===== src/rtl/mux4_rr_sel.sv =====
// mux4_rr_sel: round-robin 4:1 mux select generator with dwell-limited grants
module mux4_rr_sel #(
  parameter int DWELL = 8
) (
  input  logic       clk,
  input  logic       rst_n,
  input  logic       en,
  input  logic [3:0] req,
  input  logic       ack,
  output logic       S1,
  output logic       S0,
  output logic [3:0] grant,
  output logic       valid,
  output logic       timeout
);
  typedef enum logic {IDLE, GRANT} state_t;
  state_t state, state_n;
  logic [1:0] sel, sel_n, last, last_n, base, pick;
  logic [3:0] grant_n;
  logic [7:0] cnt, cnt_n;
  logic valid_n, timeout_n, rdy, lim, done;
  assign S1 = sel[1];
  assign S0 = sel[0];
  assign base = (state == GRANT) ? sel : last;
  assign lim = cnt == 8'(DWELL - 1);
  assign done = (state == GRANT) && (ack || lim);
  // first requester after base, wrapping; base itself wins only when sole requester
  always_comb begin
    pick = base;
    for (int i = 3; i >= 1; i--) if (req[base + 2'(i)]) pick = base + 2'(i);
  end
  // next-state and registered-output values
  always_comb begin
    state_n = state;
    sel_n = sel;
    grant_n = grant;
    valid_n = valid;
    timeout_n = 1'b0;
    cnt_n = cnt;
    last_n = last;
    if (state == IDLE) begin
      if (rdy && en && |req) begin
        state_n = GRANT;
        sel_n = pick;
        grant_n = 4'b1 << pick;
        valid_n = 1'b1;
        cnt_n = '0;
      end else begin
        valid_n = 1'b0;
        grant_n = '0;
      end
    end else if (done) begin
      last_n = sel;
      timeout_n = !ack;
      cnt_n = '0;
      if (en && |req) begin
        sel_n = pick;
        grant_n = 4'b1 << pick;
      end else begin
        state_n = IDLE;
        valid_n = 1'b0;
        grant_n = '0;
      end
    end else begin
      cnt_n = cnt + 8'd1;
    end
  end
  // state registers; rdy delays the first grant to the second edge after reset release
  always_ff @(posedge clk or negedge rst_n) begin
    if (!rst_n) begin
      state <= IDLE;
      sel <= '0;
      grant <= '0;
      valid <= 1'b0;
      timeout <= 1'b0;
      cnt <= '0;
      last <= 2'd3;
      rdy <= 1'b0;
    end else begin
      state <= state_n;
      sel <= sel_n;
      grant <= grant_n;
      valid <= valid_n;
      timeout <= timeout_n;
      cnt <= cnt_n;
      last <= last_n;
      rdy <= 1'b1;
    end
  end
endmodule


===== config.mk =====
export PLATFORM = sky130hd
export DESIGN_NAME = mux4_rr_sel
export DESIGN_NICKNAME = d
export VERILOG_FILES = /design/src/rtl/mux4_rr_sel.sv
export SDC_FILE = /design/constraint.sdc
export NUM_CORES = 1
export LEC_CHECK = 0
export ABC_AREA = 1
export BUFFER_PORTS_ARGS = -buffer_cell sky130_fd_sc_hd__buf_2
export CAP_MARGIN = 25
export CORE_ASPECT_RATIO = 0.8
export CORE_UTILIZATION = 37
export CTS_CLUSTER_SIZE = 40
export DETAILED_ROUTE_END_ITERATION = 8
export GPL_TIMING_DRIVEN = 0
export SKIP_LAST_GASP = 1
export SYNTH_ARGS = -nofsm -noshare
export SYNTH_HDL_FRONTEND = slang
export SYNTH_SLANG_ARGS = --single-unit

===== constraint.sdc =====
create_clock -name clk -period 1.5 [get_ports clk]
set_clock_uncertainty 0.15 [all_clocks]
set_input_delay 0.225 -clock clk [delete_from_list [all_inputs] [get_ports clk]]
set_output_delay 0.225 -clock clk [all_outputs]
set_load 0.02 [all_outputs]

# Yosys cells after proc, flatten, opt, wreduce, memory -nomap -nowiden
# Cells that the tools add are included.
# word_totals
regBits,20
word_cells,61
input_bits,8
output_inout_bits,8
# op_classes
n_eq_ne,4
reduce_logical,11
magnitude_cmp,3
add_sub_neg,4
mux,30
shift,1
# op_table
cell,n
two-way mux 8 bit,3
two-way mux 2 bit,8
two-way mux 4 bit,4
two-way mux 1 bit,12
< comparator 2 x 3 -> 1 bit (second input constant),3
adder 8 x 1 -> 8 bit (second input constant),1
equality test 8 x 3 -> 1 bit (second input constant),1
binary-select mux 1 bit (select 2 bit),3
adder 2 bit (second input constant),2
logical AND 1 bit,4
!= test 2 x 1 -> 1 bit (second input constant),2
AND reduction 2 bit,2
OR reduction 4 bit,1
<< shifter 1 x 2 -> 4 bit (first input constant),1
AND reduction 3 bit,1
adder 2 x 1 -> 2 bit (second input constant),1
!= test 2 bit (second input constant),1
nonzero test 2 bit,1
logical NOT 1 bit,1
logical OR 1 bit,1

# Longest topological paths before layout
# depth
ltp_word,11
mapped_depth,14
depth_no_buf,14

# Least setup slack after synthesis
# Ideal clock, no wire load.
# synth_path
kind,register to register
start,reg state
end,reg grant[2]
setup_time_ps,117
n_path_buf,0
setup_slack_ps,-180
required_time_ps,1233
t_arrival_ps,1412
period_less_slack_ps,1680
path_stages_with_launch,15
path_cell_list,dfrtp_1 -> inv_2 -> nand2_4 -> nand2_4 -> nand2_1 -> nand2_1 -> inv_1 -> nor2_2 -> nor2_4 -> nand2_1 -> nand2_1 -> nand2_1 -> inv_1 -> nand3_1 -> nand2_1
# synth_via
elab_chain_len,11
elab_cells_between_ends,20
cone_classes,3 x add/sub; 1 x eq/ne; 1 x shift; 14 x mux; 1 x reduce/logical
# synth_lines
item,line_no,source
from (decl),17,"state_t state, state_n;"
from (signal assigned),80,state <= state_n;
two-way mux 2 bit,24,assign base = (state == GRANT) ? sel : last;
adder 2 bit,30,for (int i = 3; i >= 1; i--) if (req[base + 2'(i)]) pick = base + 2'(i);
binary-select mux 1 bit (select 2 bit),30,
two-way mux 1 bit (implied by the code),30,
two-way mux 2 bit (3 in series),30,
<< shifter 1 x 2 -> 4 bit,"45, 58",
two-way mux 4 bit,56,if (en && |req) begin
two-way mux 4 bit,52,end else if (done) begin
two-way mux 4 bit,41,if (state == IDLE) begin
to (signal assigned),82,grant <= grant_n;
to (decl),12,"output logic [3:0] grant,"
# Several ways; a longest one is shown, not always the timed one. The select of a mux whose other input is x is not followed.
# A chain may end at the register's enable or synchronous reset.

# Worst setup path in the final report
# Same ends and word-level chain as after synthesis.

==> metrics <==
most frequently used cell type in the post-synthesis netlist=sky130_fd_sc_hd__nand2_1; number of remaining DRC errors=0; vias in the first global route=1,122; Max-cap violations=0; Max rail drop VDD=0.000808 V; cell-internal power=~0.0015 W; clock tree root driver cell=sky130_fd_sc_hd__clkbuf_8; number of antenna violations at the first check in global routing=0; biggest area consumer among synthesized cells=sky130_fd_sc_hd__dfrtp_1; initial core utilization=0.405; clock-pin slew on the worst setup and hold paths=~80 ps; Yosys warning count=0; maximum number of buffers from clock root to sink=2; switching portion of total power=0.453; violations in the final reports=setup timing; TritonRoute pass-1 iters=4; clock latency reported for the late side of the worst-skew pair=260 ps; Crit path largest cell delay=470 ps; Tot GR Track Use=0.192; count of antenna diodes in the layout=0; P&R area growth vs syn=50.9%; area of all placed cells without fillers=1750 um^2; number of buffers and inverters on the critical path=2; largest fanout on the critical path=5; Power Density=1590 nW/um^2; Crit path arrival time=1870 ps; Placeable Area=2870 um^2; post-place instance area=roughly 1300 um^2; proportion of power drawn by the clock network=0.149; smallest setup slack after layout=-360 ps; total net switching power=around 0.0013 W; number of nets with antenna violations after detailed routing=0; CP most frequent cell=sky130_fd_sc_hd__nand2_2; Area contributors post-synth=sky130_fd_sc_hd__dfrtp_1 39%, sky130_fd_sc_hd__nand2_1 20%, sky130_fd_sc_hd__inv_1 9.4%; CP top delay family=simple AND/OR/NAND/NOR gates; CTS tree=yes; detailed placement HPWL=1.89 mm; Final min period=1860 ps; Critical-path top delay cell=sky130_fd_sc_hd__dfrtp_2; static power due to leakage=0.887 nW; setup total negative slack=-2830 ps; global-route wire length before repair=4.96 mm; share of flip-flops with an asynchronous set or reset after synthesis=1.00; register bit count reported by yosys=20; top-level I/O count=16; Avg Vias per Cell=roughly 5; via count=1,223; Placed Cells=219; number of enable flip-flop cells after synthesis=0; Cell Area, Synth=1160 um^2; most frequent cells after synthesis=61 x sky130_fd_sc_hd__nand2_1, 29 x sky130_fd_sc_hd__inv_1, 18 x sky130_fd_sc_hd__dfrtp_1; Gate Count Post-Synth=166; Die Footprint=3370 um^2; mean area per synthesized cell=7.00 um^2; total gr overflow=0; fraction of final layout cells sized beyond drive strength 1=0.495; unrepaired setup endpoints after global routing=yes; average routed wire per standard cell=approximately 13 um; die extent in x=64.7 um; number of design-rule violations left by the first detailed-router iteration=112; number of CTS-inserted buffers=3; sequential group share of total power=0.280; critical path launch point type=flop; distinct cell type count after synthesis=22; final layout net count=216; DIE HEIGHT=52.1 um; synthesized net count=approximately 180; maximum number of pins on one net before global-route repair=21; Final Hold Vio Count=0; nature of the critical path endpoint=flop; area share of the largest cell type after synthesis=0.388; GP Congestion=approximately 0.78; worst min-delay path category=input port to flop; Final setup violation count=15; row count=17; FILL cells=237; number of cells in the finished layout apart from fillers=between 200 and 250; sequence of cells on the critical path=buf_4 > nand2_1 > nand2_2 > nand2_2 > nand2_2 > nor2_4 > nor2_4 > nand2_2 > nand2_2 > nand2_4 > inv_1 > nand3_2 > nand2_1; sequential fraction of the synthesis area=0.433; final clock period utilization by the worst path=1.24; Most used DFF post-synth=sky130_fd_sc_hd__dfrtp_1; timing-limited maximum frequency=538 MHz; outcome=finished with violations; Worst EP required=roughly 1500 ps; CTS sink cnt=20; level count of the clock H-tree=1; part of the total power dissipated in combinational logic=0.571; total of buffers placed on input and output ports=15; final WL=3.17 mm; number of pins with negative max-slew slack in the final report=0; WS Path Type=flop to flop
-- final cells by class --
class | count | area (um^2) | area share
clock buffers | 4 | 55.1 | 0.0314
well taps | 38 | 47.5 | 0.0271
inverters | 30 | 118 | 0.0670
repair buffers | 36 | 250 | 0.143
flip-flops and latches | 20 | 504 | 0.287
multi-input cells | 116 | 779 | 0.444
-- metrics by stage --
stage	hold slack, ps	total power [W]	utilization	setup WS, ps
after global routing	98.8	0.00298	0.611	-482
after global placement	44.1	0.00173	0.449	-389
after CTS	74.0	0.00239	0.539	-305
after floorplan	-221	0.00152	-	-171
final	80.2	0.00279	0.611	-360
after detailed placement	50.1	0.00175	0.449	-386
-- final timing paths --
| path | startpoint | to | slack (ps) | cells after the start |
|---|---|---|---|---|
| min in group asynchronous | rst_n | timeout | 280 | 2 |
| max in group asynchronous | rst_n | last[0] | 580 | 2 |
| worst max register to register | state | grant[2] | -360 | 13 |
| worst max-delay path | state | grant[2] | -360 | 13 |
| worst min-delay path | ack | timeout | 80 | 4 |
| worst min register to register | grant[2] | grant[2] | 330 | 2 |
-- placed cells by master (no fill, tap or decap) --
| cell | netlist | routed |
|---|---|---|
| sky130_fd_sc_hd__o21ai_4 | 0 | 2 |
| sky130_fd_sc_hd__o21ai_1 | 2 | 2 |
| sky130_fd_sc_hd__nand3_1 | 12 | 6 |
| sky130_fd_sc_hd__dlygate4sd3_1 | 0 | 1 |
| sky130_fd_sc_hd__inv_2 | 1 | 4 |
| sky130_fd_sc_hd__nor2_1 | 5 | 2 |
| sky130_fd_sc_hd__o21ai_0 | 6 | 4 |
| sky130_fd_sc_hd__conb_1 | 1 | 1 |
| sky130_fd_sc_hd__nand2_2 | 1 | 21 |
| sky130_fd_sc_hd__a21oi_1 | 7 | 4 |
| sky130_fd_sc_hd__nor2_4 | 1 | 6 |
| sky130_fd_sc_hd__nand2_4 | 2 | 7 |
| sky130_fd_sc_hd__o22ai_1 | 4 | 1 |
| sky130_fd_sc_hd__a21oi_4 | 0 | 1 |
| sky130_fd_sc_hd__nand2_1 | 61 | 36 |
| sky130_fd_sc_hd__o22ai_2 | 0 | 3 |
| sky130_fd_sc_hd__buf_4 | 0 | 16 |
| sky130_fd_sc_hd__nand4_1 | 3 | 3 |
| sky130_fd_sc_hd__o31ai_2 | 0 | 1 |
| sky130_fd_sc_hd__inv_1 | 29 | 24 |
| sky130_fd_sc_hd__a22o_1 | 1 | 1 |
| sky130_fd_sc_hd__clkbuf_8 | 0 | 4 |
| sky130_fd_sc_hd__ha_2 | 0 | 1 |
| sky130_fd_sc_hd__nor3_1 | 4 | 1 |
| sky130_fd_sc_hd__a21oi_2 | 0 | 2 |
| sky130_fd_sc_hd__buf_6 | 0 | 4 |
| sky130_fd_sc_hd__inv_4 | 0 | 2 |
| sky130_fd_sc_hd__dfstp_2 | 2 | 2 |
| sky130_fd_sc_hd__xor2_1 | 1 | 1 |
| sky130_fd_sc_hd__dfrtp_2 | 0 | 1 |
| sky130_fd_sc_hd__dfrtp_1 | 18 | 17 |
| sky130_fd_sc_hd__nand3_2 | 0 | 6 |
| sky130_fd_sc_hd__nor3_2 | 0 | 3 |
| sky130_fd_sc_hd__buf_2 | 0 | 15 |
| sky130_fd_sc_hd__nor2_2 | 3 | 1 |
-- state kept, by name (all words and copies together) (netlist names) --
signal	flops
cnt	8
grant	4
last	2
sel	2
rdy	1
state	1
timeout	1
valid	1
-- worst min-delay path, stage by stage --
cell and delay [ps]:
sky130_fd_sc_hd__buf_2 70, sky130_fd_sc_hd__inv_1 50, sky130_fd_sc_hd__nand3_1 70, sky130_fd_sc_hd__inv_1 40
-- metal layers --
metal,wire length [um],global-route usage,vias up
met1,1460,0.265,574
met4,38,0.0259,0
li1,-,-,603
met5,0,0,-
met2,1530,0.316,42
met3,146,0.0417,4
-- cells by family (layout without fill, tap and decap cells) --
family	count (synthesis)	in the layout	share of synthesized area
AND/OR/NAND/NOR	92	92	0.349
buffers and inverters	30	70	0.0969
AO/OA/AOI/OAI	21	21	0.100
flip-flops	20	20	0.433
adder cells (fa/ha/maj)	1	1	0.0108
other	1	1	0.00323
XOR/XNOR	1	1	0.00754
-- power groups by stage --
stage          clock [W]  sequential, W  combinational [W]
2_1_floorplan          0       0.000843           0.000677
3_3_place_gp           0       0.000775           0.000956
3_5_place_dp           0       0.000780           0.000972
4_1_cts         0.000422       0.000768            0.00120
5_1_grt         0.000444       0.000793            0.00174
6_report        0.000416       0.000779            0.00159
-- timing repair --
| action | CTS | global route |
|---|---|---|
| buffers inserted | 12 | 9 |
| hold endpoints to repair | 18 | 0 |
| setup endpoints to repair | 17 | 15 |
| gates resized for setup | 35 | 39 |
| hold buffers | 1 | 0 |
| pin swaps | 10 | 21 |
Note: power is estimated with default switching activity, not from simulation.
